[src/rtl/apb_lin_pkg.sv]
// Shared decode constants, region codes and FSM encoding for the APB linear memory bridge.
package apb_lin_pkg;

    typedef enum logic [1:0] {
        RegionReg  = 2'b00,
        RegionTx   = 2'b01,
        RegionRx   = 2'b10,
        RegionNone = 2'b11
    } region_e;

    typedef enum logic [1:0] {
        StIdle   = 2'b00,
        StRdWait = 2'b01,
        StResp   = 2'b10
    } state_e;

    localparam int unsigned RegionLsb    = 6;
    localparam logic [1:0]  AlignMask    = 2'b11;
    localparam int unsigned MinRdLatency = 1;
    localparam int unsigned MaxRdLatency = 4;

    // TX is write-only, RX is read-only, the top region is unmapped.
    function automatic logic dir_error(input logic [1:0] region, input logic write);
        return (region == RegionNone) ||
               (region == RegionTx && !write) ||
               (region == RegionRx && write);
    endfunction

endpackage

[src/rtl/apb_lin_addr_decode.sv]
// Combinational APB address decode: target region, word index and access error.
module apb_lin_addr_decode
    import apb_lin_pkg::*;
#(
    parameter int unsigned ADDR_WIDTH = 12,
    parameter int unsigned MEM_AW     = 4,
    parameter int unsigned REG_COUNT  = 11
) (
    input  logic [ADDR_WIDTH-1:0] paddr,
    input  logic                  pwrite,
    output logic [1:0]            region,
    output logic [MEM_AW-1:0]     index,
    output logic                  error
);

    if (ADDR_WIDTH < 8 || ADDR_WIDTH < MEM_AW + 2) begin : gen_bad_addr_width
        $error("apb_lin_addr_decode: ADDR_WIDTH too small for the decode map");
    end

    // Upper address bits are aliased, not decoded.
    if (ADDR_WIDTH > 8) begin : gen_unused_upper
        logic unused_paddr_hi;
        assign unused_paddr_hi = ^paddr[ADDR_WIDTH-1:8];
    end

    logic misaligned;
    logic index_oob;

    always_comb begin
        region     = paddr[RegionLsb +: 2];
        index      = paddr[MEM_AW+1:2];
        misaligned = (paddr[1:0] & AlignMask) != 2'b00;
        index_oob  = (region == RegionReg) && (32'(index) >= REG_COUNT);
        error      = dir_error(region, pwrite) || misaligned || index_oob;
    end

endmodule

[src/rtl/apb_lin_mem_bridge.sv]
// APB slave bridging onto a register file, a write-only TX memory and a read-only RX memory.
module apb_lin_mem_bridge
    import apb_lin_pkg::*;
#(
    parameter int unsigned ADDR_WIDTH = 12,
    parameter int unsigned DATA_WIDTH = 32,
    parameter int unsigned MEM_AW     = 4,
    parameter int unsigned REG_COUNT  = 11,
    parameter int unsigned RD_LATENCY = 2
) (
    input  logic                    pclk,
    input  logic                    preset_i,
    input  logic                    psel_i,
    input  logic                    penable_i,
    input  logic                    pwrite_i,
    input  logic [ADDR_WIDTH-1:0]   paddr_i,
    input  logic [DATA_WIDTH-1:0]   pwdata_i,
    input  logic [DATA_WIDTH/8-1:0] pstrb_i,
    output logic [DATA_WIDTH-1:0]   prdata_o,
    output logic                    pready_o,
    output logic                    pslverr_o,
    output logic                    reg_we,
    output logic                    reg_re,
    output logic [MEM_AW-1:0]       reg_addr,
    output logic [DATA_WIDTH-1:0]   reg_wdata,
    output logic [DATA_WIDTH/8-1:0] reg_be,
    input  logic [DATA_WIDTH-1:0]   reg_rdata,
    output logic                    tx_we,
    output logic [MEM_AW-1:0]       tx_addr,
    output logic [DATA_WIDTH-1:0]   tx_wdata,
    output logic [DATA_WIDTH/8-1:0] tx_be,
    output logic                    rx_re,
    output logic [MEM_AW-1:0]       rx_addr,
    input  logic [DATA_WIDTH-1:0]   rx_rdata
);

    localparam int unsigned CntW = 3;

    if (RD_LATENCY < MinRdLatency || RD_LATENCY > MaxRdLatency) begin : gen_bad_latency
        $error("apb_lin_mem_bridge: RD_LATENCY must lie in 1..4");
    end
    if (REG_COUNT > (1 << MEM_AW)) begin : gen_bad_reg_count
        $error("apb_lin_mem_bridge: REG_COUNT exceeds 2**MEM_AW");
    end
    if (DATA_WIDTH % 8 != 0) begin : gen_bad_data_width
        $error("apb_lin_mem_bridge: DATA_WIDTH must be a multiple of 8");
    end

    state_e                  state_q, state_d;
    logic [CntW-1:0]         cnt_q, cnt_d;
    logic                    err_q, err_d;
    logic                    rd_rx_q, rd_rx_d;
    logic [DATA_WIDTH-1:0]   rdata_q, rdata_d;

    logic [1:0]              region;
    logic [MEM_AW-1:0]       index;
    logic                    dec_err;

    apb_lin_addr_decode #(
        .ADDR_WIDTH (ADDR_WIDTH),
        .MEM_AW     (MEM_AW),
        .REG_COUNT  (REG_COUNT)
    ) u_decode (
        .paddr  (paddr_i),
        .pwrite (pwrite_i),
        .region (region),
        .index  (index),
        .error  (dec_err)
    );

    always_ff @(posedge pclk or posedge preset_i) begin
        if (preset_i) begin
            state_q <= StIdle;
            cnt_q   <= '0;
            err_q   <= 1'b0;
            rd_rx_q <= 1'b0;
            rdata_q <= '0;
        end else begin
            state_q <= state_d;
            cnt_q   <= cnt_d;
            err_q   <= err_d;
            rd_rx_q <= rd_rx_d;
            rdata_q <= rdata_d;
        end
    end

    always_comb begin
        state_d   = state_q;
        cnt_d     = cnt_q;
        err_d     = err_q;
        rd_rx_d   = rd_rx_q;
        rdata_d   = rdata_q;
        reg_we    = 1'b0;
        reg_re    = 1'b0;
        reg_addr  = '0;
        reg_wdata = '0;
        reg_be    = '0;
        tx_we     = 1'b0;
        tx_addr   = '0;
        tx_wdata  = '0;
        tx_be     = '0;
        rx_re     = 1'b0;
        rx_addr   = '0;

        unique case (state_q)
            StIdle: begin
                cnt_d = '0;
                // Strobes come straight from the access phase so read data lands in time.
                if (psel_i && penable_i && !preset_i) begin
                    err_d   = dec_err;
                    rdata_d = '0;
                    rd_rx_d = (region == RegionRx);
                    if (dec_err) begin
                        state_d = StResp;
                    end else if (pwrite_i) begin
                        state_d = StResp;
                        if (region == RegionTx) begin
                            tx_we    = 1'b1;
                            tx_addr  = index;
                            tx_wdata = pwdata_i;
                            tx_be    = pstrb_i;
                        end else begin
                            reg_we    = 1'b1;
                            reg_addr  = index;
                            reg_wdata = pwdata_i;
                            reg_be    = pstrb_i;
                        end
                    end else begin
                        state_d = StRdWait;
                        if (region == RegionRx) begin
                            rx_re   = 1'b1;
                            rx_addr = index;
                        end else begin
                            reg_re   = 1'b1;
                            reg_addr = index;
                        end
                    end
                end
            end
            StRdWait: begin
                if (!psel_i) begin
                    state_d = StIdle;
                    cnt_d   = '0;
                end else if (cnt_q == CntW'(RD_LATENCY - 1)) begin
                    rdata_d = rd_rx_q ? rx_rdata : reg_rdata;
                    state_d = StResp;
                    cnt_d   = '0;
                end else begin
                    cnt_d = cnt_q + 1'b1;
                end
            end
            StResp: begin
                state_d = StIdle;
            end
            default: begin
                state_d = StIdle;
                cnt_d   = '0;
            end
        endcase
    end

    // Dropping psel in the response cycle cancels the completion.
    always_comb begin
        pready_o  = (state_q == StResp) && psel_i;
        pslverr_o = pready_o && err_q;
        prdata_o  = pready_o ? rdata_q : '0;
    end

endmodule

[config.mk]
export PLATFORM = sky130hd
export DESIGN_NAME = apb_lin_mem_bridge
export DESIGN_NICKNAME = d
export VERILOG_FILES = /design/src/rtl/apb_lin_pkg.sv /design/src/rtl/apb_lin_addr_decode.sv /design/src/rtl/apb_lin_mem_bridge.sv
export SDC_FILE = /design/constraint.sdc
export NUM_CORES = 1
export LEC_CHECK = 0
export BUFFER_PORTS_ARGS = -buffer_cell sky130_fd_sc_hd__buf_2
export CELL_PAD_IN_SITES_DETAIL_PLACEMENT = 1
export CELL_PAD_IN_SITES_GLOBAL_PLACEMENT = 2
export CORE_UTILIZATION = 22
export DETAILED_ROUTE_END_ITERATION = 8
export GPL_TIMING_DRIVEN = 0
export PLACE_DENSITY = 0.84
export SLEW_MARGIN = 20
export SYNTH_ARGS = -nofsm -noshare
export SYNTH_HDL_FRONTEND = slang
export SYNTH_HIERARCHICAL = 1
export SYNTH_SLANG_ARGS = --single-unit
export TNS_END_PERCENT = 10
[constraint.sdc]
create_clock -name pclk -period 4.7 [get_ports pclk]
set_input_delay 0.47 -clock pclk [delete_from_list [all_inputs] [get_ports pclk]]
set_output_delay 0.47 -clock pclk [all_outputs]
set_load 0.05 [all_outputs]
==> impl_metrics.ini <==
[cts]
clk_path_buf_depth = 2
h-tree-depth = 2
cts.clk_slew.worst_paths_ns = 0.06
cts-root-buf = clkbuf_16
cts_resized = 0
cts_tree = yes
postCtsSetupRepairBufs = 0
cts_num_sinks = 39
cts_buffers = 5
insertion_delay_ns = 0.28
cts_hold_buf = 0

[pwr]
p_leak_nw = 2.77
powerDensity_mw_per_mm2 = 198
ir_drop_uv = 132

[sta]
fin_crit_ns = 2.81
fin_ws_ns = 1.89
finalSetupViolCount = 0
fin_tns_setup_ns = 0
hold_viol = 0
tightestPinTransition_ns = 0.497
drv_slew = 0
rsz0062_at_grt = no
fmax_mhz = 356
skew_ns = 0.00494
max_slew_margin = 0.668
fin_crit_sh = 0.598
hold_slack_ns = 0.247

[synth]
netlist_top_cells_count = and2_1 (85), dfrtp_1 (39), nor2_1 (35)
synthDistinctLibCells = 33
synth_top_cell_area_share = 0.323
syn_inst = 330
ys_seq_area_frac = 0.323
synth_edf_count = 0
synth_area_mm2 = 0.00302
ys_ff_latch = 39
synth_most_common_cell = and2_1
yosys_warnings = 6
synth-main-ff-cell = dfrtp_1
yosys.area.top_type = dfrtp_1
async_flop_share = 1.00
syn_area_per_cell_um2 = 9.16
synth_fp_nets = 447
synth_area_leaders = dfrtp_1 (32%), and2_1 (18%), mux2_2 (12%), mux2i_1 (11%), and3_1 (6.8%)

[critical_path]
cp_slowest_cell = nor3_4
cp_cell_sequence = buf_2 > mux2i_1 > o211ai_1 > clkbuf_1 > nor3_4 > buf_6 > and2_1 > buf_2
crit_path_frequent_cell = buf_2
path_delay_family = buffers and inverters
critical_path_required_ns = 4.23
critPathBufInv = 4
cp.arrival_ns = 2.34
r2r_cells = 5
cp_slowest_stage_delay_ns = 0.48
cp.depth = 8
cp_max_fo = 10
critPathCaptureType = output port
start_kind = input port
path_class = in2out

[worst_hold_path]
hold_path_class = in2async

[route]
vias = 3285
ant_nets = 0
drcViolationCount = 0
dr.first_iter.drc_count = 71
dr.pass1.iters = 4
wl_um = 10900
wl_per_cell_um = 14.5
via_per_inst = 4.37

[global_route]
overflow = 0
first_global_vias = 3629
antenna_found_initial = 2
grt_usage = 0.155
grt_pass1_wl_um = 17700
grt_max_degree = 22

[die]
die_w_um = 119
row_count = 42
fp.dieArea_mm2 = 0.0142
die_y_um = 119
start_util = 0.227
core_area_mm2 = 0.0133
io_pins = 239

[placement]
place_hpwl_um = 9200
place_congestion = 0.762
dp_slack_ns = 1.87
portBuffers = 234

[finish]
fin_util = 0.346
area_growth_syn_to_layout_pct = 52.7
fin_nets = 689
drive_above_1_share = 0.529

[run]
max-cap-violations = 0

[run_status]
status = completed
layout by cell type (no fill, tap or decap), types with 2 or more instances in the layout:
cell type,netlist,routed
inv_1,3,2
diode_2,0,2
nand3b_1,2,2
dfrtp_1,39,39
buf_6,7,7
a21oi_1,3,3
mux2i_1,33,33
nor2_1,35,35
mux2_2,33,33
clkbuf_1,12,12
nand2b_1,3,3
and3_1,33,33
buf_2,4,238
nand2_1,3,3
clkbuf_16,0,5
nor2b_1,2,2
and2_1,85,85
clkbuf_2,3,3
o21ai_0,9,9
buf_4,6,6
state kept, by name (all words and copies together), names as in the netlist:
signal   count
cnt_q        3
err_q        1
rd_rx_q      1
rdata_q     32
state_q      2
power by group:
group	total, W	internal, W	switching [W]
combinational	0.000182	0.0000875	0.0000946
clock	0.000385	0.000250	0.000135
sequential	0.000345	0.000342	0.00000334
total	0.000912	0.000680	0.000232
area by class of cell:
class | count | area (um2)
Buffer | 32 | 204
Inverter | 3 | 11.3
Fill cell | 1657 | 8730
Clock buffer | 5 | 125
Tap cell | 176 | 220
Multi-Input combinational cell | 256 | 1830
Timing Repair Buffer | 235 | 1200
Sequential cell | 39 | 976
Antenna cell | 2 | 5.00
Clock inverter | 3 | 43.8
worst reg2reg max path, cell delays in order (launching register included):
cell      delay [ns]
dfrtp_1         0.40
nand2b_1        0.18
o21ai_0         0.35
o211a_1         0.39
buf_6           0.20
mux2_2          0.35
worst paths after layout:
check                                 start      endpoint  slack (ns)
worst min-delay path               preset_i      cnt_q[2]        0.25
worst max-delay path               pwrite_i  reg_wdata[3]        1.89
worst max register to register     cnt_q[1]   rdata_q[23]        2.71
min in group pclk               rdata_q[27]   rdata_q[27]        0.50
max in group asynchronous          preset_i    rdata_q[4]        3.99
worst min register to register  rdata_q[27]   rdata_q[27]        0.50
layer usage:
layer / share of wire / vias up / GRT usage
li1: - / 1583 / -
met1: 0.38 / 1532 / 0.163
met2: 0.52 / 158 / 0.298
met3: 0.079 / 12 / 0.0359
met4: 0.018 / 0 / 0.0506
met5: 0 / - / 0
logic make-up after synthesis:
family | Yosys count | synth area share
compound gates | 16 | 0.0306
simple gates | 174 | 0.343
buf+inv | 35 | 0.0712
flops | 39 | 0.323
mux | 66 | 0.232
per-stage QoR:
| stage | instance area [um2] | cells | power (W) |
|---|---|---|---|
| 4_1_cts | 4610 | 749 | 0.000931 |
| 5_1_grt | 4610 | 750 | 0.000960 |
| 6_report | 4620 | 751 | 0.000912 |
| 3_5_place_dp | 4440 | 741 | 0.000537 |
| 3_3_place_gp | 4420 | 740 | 0.000529 |
| 2_1_floorplan | 3020 | 330 | 0.000454 |
Note: power is estimated with default switching activity, not from simulation.
